`src/rtl/pipeline_stage_chain.sv`:
```
// ---------------------------------------------------------------------------
// pipeline_stage_chain
//
// Parametrised chain of pipeline boundary registers (e.g. IF/ID, ID/EX,
// EX/MEM, MEM/WB). Each stage carries an NBits payload plus a valid bit.
// Per-stage stall and flush inputs let hazard logic freeze earlier stages,
// insert bubbles and squash wrong-path instructions. Two saturating debug
// counters report stall-induced bubbles and flush cycles.
//
// Ports:
//   clk              clock, all state updates on rising edge
//   reset            synchronous active-high reset
//   in_Data          payload entering stage 0
//   in_Valid         in_Data holds a real instruction
//   in_Stall[k]      stage k must hold (also freezes every earlier stage)
//   in_Flush[k]      stage k is squashed this cycle (overrides hold)
//   out_Data         flattened stage payloads, stage k at [k*NBits +: NBits]
//   out_Valid[k]     valid bit of stage k
//   out_Ready        upstream fetch may advance (combinational from in_Stall)
//   out_BubbleCount  saturating count of stall-induced bubbles
//   out_FlushCount   saturating count of cycles with any flush bit set
// ---------------------------------------------------------------------------
module pipeline_stage_chain #(
    parameter int               NBits        = 32,
    parameter int               NUM_STAGES   = 4,
    parameter logic [NBits-1:0] BUBBLE_VALUE = '0
) (
    input  logic                        clk,
    input  logic                        reset,
    input  logic [NBits-1:0]            in_Data,
    input  logic                        in_Valid,
    input  logic [NUM_STAGES-1:0]       in_Stall,
    input  logic [NUM_STAGES-1:0]       in_Flush,
    output logic [NUM_STAGES*NBits-1:0] out_Data,
    output logic [NUM_STAGES-1:0]       out_Valid,
    output logic                        out_Ready,
    output logic [15:0]                 out_BubbleCount,
    output logic [15:0]                 out_FlushCount
);

    localparam int CW = $clog2(NUM_STAGES + 1);

    logic [NBits-1:0]      data_q  [NUM_STAGES];
    logic [NBits-1:0]      data_d  [NUM_STAGES];
    logic [NUM_STAGES-1:0] valid_q;
    logic [NUM_STAGES-1:0] valid_d;
    logic [NUM_STAGES-1:0] hold;
    logic [NUM_STAGES-1:0] bubble;
    logic [CW-1:0]         bubble_cnt;
    logic [15:0]           bub_cnt_q, bub_cnt_d;
    logic [15:0]           flush_cnt_q, flush_cnt_d;
    logic [16:0]           bub_sum;

    // A stall at any later stage freezes this one too, so hold_k is the
    // OR of the stall bits from k up to the last stage.
    genvar gi;
    generate
        for (gi = 0; gi < NUM_STAGES; gi++) begin : g_stage
            assign hold[gi] = |in_Stall[NUM_STAGES-1:gi];
            assign out_Data[gi*NBits +: NBits] = data_q[gi];
        end
    endgenerate

    assign out_Valid = valid_q;
    assign out_Ready = ~hold[0];

    always_comb begin
        // Stage 0: fed from upstream, never receives a stall bubble.
        data_d[0]  = data_q[0];
        valid_d[0] = valid_q[0];
        bubble[0]  = 1'b0;
        if (in_Flush[0]) begin
            data_d[0]  = BUBBLE_VALUE;
            valid_d[0] = 1'b0;
        end else if (!hold[0]) begin
            data_d[0]  = in_Data;
            valid_d[0] = in_Valid;
        end

        for (int k = 1; k < NUM_STAGES; k++) begin
            data_d[k]  = data_q[k];
            valid_d[k] = valid_q[k];
            bubble[k]  = 1'b0;
            if (in_Flush[k]) begin
                data_d[k]  = BUBBLE_VALUE;
                valid_d[k] = 1'b0;
            end else if (hold[k]) begin
                data_d[k]  = data_q[k];
                valid_d[k] = valid_q[k];
            end else if (hold[k-1]) begin
                // Predecessor frozen but this stage moves on: insert bubble.
                data_d[k]  = BUBBLE_VALUE;
                valid_d[k] = 1'b0;
                bubble[k]  = 1'b1;
            end else begin
                data_d[k]  = data_q[k-1];
                valid_d[k] = valid_q[k-1];
            end
        end
    end

    always_comb begin
        bubble_cnt = '0;
        for (int k = 0; k < NUM_STAGES; k++) begin
            bubble_cnt = bubble_cnt + CW'(bubble[k]);
        end
    end

    // Saturating counters: the 17-bit sum exposes the overflow directly.
    assign bub_sum   = {1'b0, bub_cnt_q} + 17'(bubble_cnt);
    assign bub_cnt_d = bub_sum[16] ? 16'hFFFF : bub_sum[15:0];

    always_comb begin
        flush_cnt_d = flush_cnt_q;
        if ((|in_Flush) && (flush_cnt_q != 16'hFFFF)) begin
            flush_cnt_d = flush_cnt_q + 16'd1;
        end
    end

    always_ff @(posedge clk) begin
        if (reset) begin
            for (int k = 0; k < NUM_STAGES; k++) begin
                data_q[k] <= BUBBLE_VALUE;
            end
            valid_q     <= '0;
            bub_cnt_q   <= '0;
            flush_cnt_q <= '0;
        end else begin
            for (int k = 0; k < NUM_STAGES; k++) begin
                data_q[k] <= data_d[k];
            end
            valid_q     <= valid_d;
            bub_cnt_q   <= bub_cnt_d;
            flush_cnt_q <= flush_cnt_d;
        end
    end

    assign out_BubbleCount = bub_cnt_q;
    assign out_FlushCount  = flush_cnt_q;

endmodule
```
`config.mk`:
```
export PLATFORM = sky130hd
export DESIGN_NAME = pipeline_stage_chain
export DESIGN_NICKNAME = d
export VERILOG_FILES = /design/src/rtl/pipeline_stage_chain.sv
export SDC_FILE = /design/constraint.sdc
export NUM_CORES = 1
export LEC_CHECK = 0
export CORE_ASPECT_RATIO = 1.75
export CORE_UTILIZATION = 46
export CTS_CLUSTER_DIAMETER = 60
export DETAILED_ROUTE_END_ITERATION = 6
export GPL_TIMING_DRIVEN = 0
export PLACE_DENSITY_LB_ADDON = 0.12
export SLEW_MARGIN = 20
export SYNTH_ARGS = -nofsm -noshare
export SYNTH_HDL_FRONTEND = slang
export SYNTH_SLANG_ARGS = --single-unit
```
`constraint.sdc`:
```
create_clock -name clk -period 6.42 [get_ports clk]
set_clock_uncertainty 0.15 [all_clocks]
set_input_delay 1.605 -clock clk [delete_from_list [all_inputs] [get_ports clk]]
set_output_delay 1.605 -clock clk [all_outputs]
set_load 0.005 [all_outputs]
```
==> impl_summary.md <==
Yosys
Yosys mapped the design onto 48 distinct sky130hd cell types. The number of synthesis warnings is 0. In this run the cell area of the synthesized design comes to 6470 sq um. Averaged over all synthesized cells, the footprint is 8.64 sq um. Ranked by total cell area, the synthesized netlist is headed by sky130_fd_sc_hd__dfxtp_1, sky130_fd_sc_hd__a21oi_1, sky130_fd_sc_hd__nand2_1. The top-area cell type share of the netlist area is 50.7%. The sequential-to-total area share from yosys stat is 50.7%. For this run, asynchronously set or reset flops after synthesis account for 0%. Counting flops and latches in the post-synthesis netlist gives 164.

The commonest cells after synthesis are sky130_fd_sc_hd__dfxtp_1, sky130_fd_sc_hd__a21oi_1, sky130_fd_sc_hd__nand2_1. The synthesized design contains 0 enable-type register cells. The most repeated cell in the gate-level netlist after synthesis is sky130_fd_sc_hd__dfxtp_1. The cell count after synthesis is 749. The number of nets in the synthesized netlist is 797.

Summed over all instances, the cell type with the most area after synthesis is sky130_fd_sc_hd__dfxtp_1. Among all flip-flop cells after synthesis, the most frequent one is sky130_fd_sc_hd__dfxtp_1.

Clock network
The post-cts resize count is 0. The clock slew seen by the registers of the worst setup and hold paths is 0.07 ns. The number of setup buffers added after CTS is 0. The root buffer cell chosen for the clock tree is sky130_fd_sc_hd__clkbuf_16. TritonCTS built the clock tree. The clock latency reported for the late side of the worst-skew pair is 0.41 ns.

The maximum count of clock buffers along a single path is 2. The number of hold buffers added after CTS was 0. The number of sinks on the clock net is 164.

The total clock buffers created by CTS is 17. The level count of the clock H-tree is 4.

Setup path
The start of the worst register-to-register path is out_BubbleCount[0]$_SDFF_PP0_. The startpoint type of the worst setup path is an input pin. The critical path's largest stage delay is 0.55 ns.

The kind of capture point of the worst setup path is a flip-flop. The critical register-to-register path endpoint is out_BubbleCount[7]$_SDFF_PP0_. Of all nets on the critical path, the largest fanout is 10. The gate family responsible for the most delay along the worst path is simple AND/OR/NAND/NOR gates. The register-to-register setup slack is 3.39 ns.

Counting stages on the worst path, the most repeated cell is sky130_fd_sc_hd__clkbuf_1. Data on the critical path arrives at its endpoint at 5.88 ns. STA puts the critical path data required time at 6.62 ns. The depth of the worst register-to-register path is 10. The class of the most critical setup path is in -> reg. Traced cell by cell, the critical path runs through clkdlybuf4s50_1 > or3_1 > clkbuf_1 > clkbuf_1 > or3b_2 > fa_1 > inv_1 > ha_1 > fa_1 > nand2_1 > nor4_2 > nand2_1 > clkbuf_1 > a21oi_1. Together, buffers and inverters on the worst path number 5.

The cell with the largest stage delay on the worst path is sky130_fd_sc_hd__clkdlybuf4s50_1.

Global route
Entering global routing, the biggest net connects 17 pins. The via count of the first global-routing pass is 6077. The all-layer global routing usage is 25.6%. The total global routing overflow is 0. The first global-routing pass estimated 29500 um of wire. The number of antenna violations at the first check in global routing came to 0.

Finish
The fill cell instance count of the final layout is 1215. Relative to the synthesized area, the layout overhead comes to 44.3%. Measured on the finished design, the core utilization comes to 67.5%. Of the cells placed in the final design, the portion with a size suffix greater than 1 is 5.58%. The count of inserted antenna diode cells is 0. The final-stage net count is 1021.

Detailed routing
In the final routed layout, each cell accounts on average for 15.7 um. The first routing iteration left 227 violations. In this run the remaining antenna-violating nets after routing total 0. The total routed wirelength is 18300 um. The final route contains 6081 vias. After detailed routing, the number of vias per cell comes to 5.23. In the routed design, unresolved DRC markers number 0. The first detailed-routing pass took 4 iterations.

Timing
The final max-slew violation count is 0. The worst slew slack as a fraction of its limit is 48.5%. The setup TNS is 0 ns. The timing-limited maximum frequency is 0.176 GHz.

Setup violations remaining at the end of the flow were counted as 0. The final hold violation count is 0. The final hold slack is 0.314 ns. Setup repair after global routing left no endpoint under its margin.

The routed design could run at a clock period as short as 5.69 ns. For the pin with the worst max-slew slack, the measured transition is 0.764 ns. The final period utilization is 88.6%.

Floorplanning
The initial core utilization is 46.8%. The full die area is 14600 sq um. The number of top-level design ports is 208. The area of the core is 13800 sq um. The floorplan step set the die height to 159 um.

In this run the core area contains 57 standard-cell rows. The horizontal die dimension is 91.7 um.

Pwr
Per report_power, the combinational group accounts for 5.4% of the total. For this design the total switching power over the nets is 508 uW. The sequential group share of total power is 47.4%.

The total power is 2170 uW. The internal portion of the total power is 1660 uW. In this run, the clock network consumes 47.2% of the power.

Summed over all cells, the static leakage comes to 0.00298 uW. Of the total power, the share spent switching nets is 23.5%. Power spread over the standard cell area amounts to 232 nW/um^2. The worst-case vdd ir drop is 0.000176 V.

Min path
The worst hold path passes through 2 cells. The worst min-delay path class is reg -> reg. The startpoint identified for the worst hold timing path is data_q[0][25]$_SDFFE_PP0N_. The hold path endpoint is data_q[0][25]$_SDFFE_PP0N_.

Place
The total of buffers placed on input and output ports is 205. The detailed placement HPWL is 14200 um. The congestion estimate from routability-driven global placement came to 0.844.

Status
The run finished with clean final reports.

Job
Max-cap violations in this run came to 0.
## cells by family after synthesis
| group | share of synthesized area [%] |
|---|---|
| AND/OR/NAND/NOR | 25.3 |
| AO/OA/AOI/OAI | 16.0 |
| flip-flops | 50.7 |
| buffers and inverters | 4.64 |
| XOR/XNOR | 1.49 |
| adder cells (fa/ha/maj) | 1.20 |
| multiplexers | 0.677 |
## routing by layer
metal	GRT usage, %	vias up	share of wire [%]
met4	11.5	0	3.1
li1	-	3052	-
met1	24.1	2808	36
met3	6.08	41	5.0
met5	0	-	0
met2	50.4	180	56
## state kept, by name, indices dropped and copies added (netlist names)
signal and count:
data_q 128, out_FlushCount 16, out_Valid 4, out_BubbleCount 16
## how the worst max path moves through the flow
stage,startpoint,end,slack [ns],depth (start not counted)
global route,in_Stall[1],out_BubbleCount[3]$_SDFF_PP0_,0.46,14
CTS,in_Stall[1],out_BubbleCount[7]$_SDFF_PP0_,0.74,14
detailed placement,in_Stall[1],out_BubbleCount[7]$_SDFF_PP0_,0.30,14
floorplan,in_Stall[3],out_BubbleCount[13]$_SDFF_PP0_,1.42,14
finish,in_Stall[1],out_BubbleCount[7]$_SDFF_PP0_,0.73,14
global placement,in_Stall[1],out_BubbleCount[7]$_SDFF_PP0_,0.31,14
## power by group through the flow
| stage | combinational [uW] | sequential (uW) | clock, uW |
|---|---|---|---|
| 2_1_floorplan | 57.6 | 1050 | 0 |
| 3_3_place_gp | 117 | 1050 | 0 |
| 3_5_place_dp | 118 | 1050 | 0 |
| 4_1_cts | 119 | 1030 | 1040 |
| 5_1_grt | 128 | 1030 | 1080 |
| 6_report | 117 | 1030 | 1020 |
## worst reg2reg max path, stage by stage (launching register included)
cell and delay [ns]:
sky130_fd_sc_hd__dfxtp_1 0.33, sky130_fd_sc_hd__inv_1 0.06, sky130_fd_sc_hd__fa_1 0.46, sky130_fd_sc_hd__inv_1 0.07, sky130_fd_sc_hd__ha_1 0.22, sky130_fd_sc_hd__fa_1 0.28, sky130_fd_sc_hd__nand2_1 0.15, sky130_fd_sc_hd__nor4_2 0.53
sky130_fd_sc_hd__nand2_1 0.22, sky130_fd_sc_hd__clkbuf_1 0.30, sky130_fd_sc_hd__a21oi_1 0.20
## stage by stage
stage,setup WS [ns],cell area (sq um),std cells
finish,0.732,9340,1163
detailed placement,0.304,8740,1131
global route,0.465,9340,1163
global placement,0.308,8740,1131
floorplan,1.42,6470,749
CTS,0.736,9340,1163
## cell usage in the layout (no fill, tap or decap), types with 4 or more instances in the layout
cell type / n
sky130_fd_sc_hd__nor4_1: 4
sky130_fd_sc_hd__xnor2_1: 8
sky130_fd_sc_hd__a31oi_1: 4
sky130_fd_sc_hd__nor3b_1: 35
sky130_fd_sc_hd__clkdlybuf4s50_1: 205
sky130_fd_sc_hd__nor2_1: 77
sky130_fd_sc_hd__clkbuf_1: 52
sky130_fd_sc_hd__and4_1: 5
sky130_fd_sc_hd__nand3_1: 15
sky130_fd_sc_hd__or2_2: 6
sky130_fd_sc_hd__clkbuf_16: 17
sky130_fd_sc_hd__a22oi_1: 33
sky130_fd_sc_hd__a21oi_1: 121
sky130_fd_sc_hd__dfxtp_1: 164
sky130_fd_sc_hd__buf_6: 5
sky130_fd_sc_hd__inv_1: 9
sky130_fd_sc_hd__or4_1: 4
sky130_fd_sc_hd__nor3_1: 4
sky130_fd_sc_hd__nand4_1: 6
sky130_fd_sc_hd__or3_1: 6
sky130_fd_sc_hd__o31ai_1: 4
sky130_fd_sc_hd__nand3b_1: 33
sky130_fd_sc_hd__nand2_1: 109
## final cells by class
class                           instances  area, sq um  share of cell area (%)
Tap cell                              177          221                    2.37
Inverter                               10         40.0                   0.429
Clock inverter                         14          166                    1.78
Clock buffer                           18          429                    4.59
Multi-Input combinational cell        516         2890                    30.9
Sequential cell                       164         3280                    35.2
Buffer                                 59          260                    2.79
Timing Repair Buffer                  205         2050                    22.0
(Power assumes the default switching activity.)
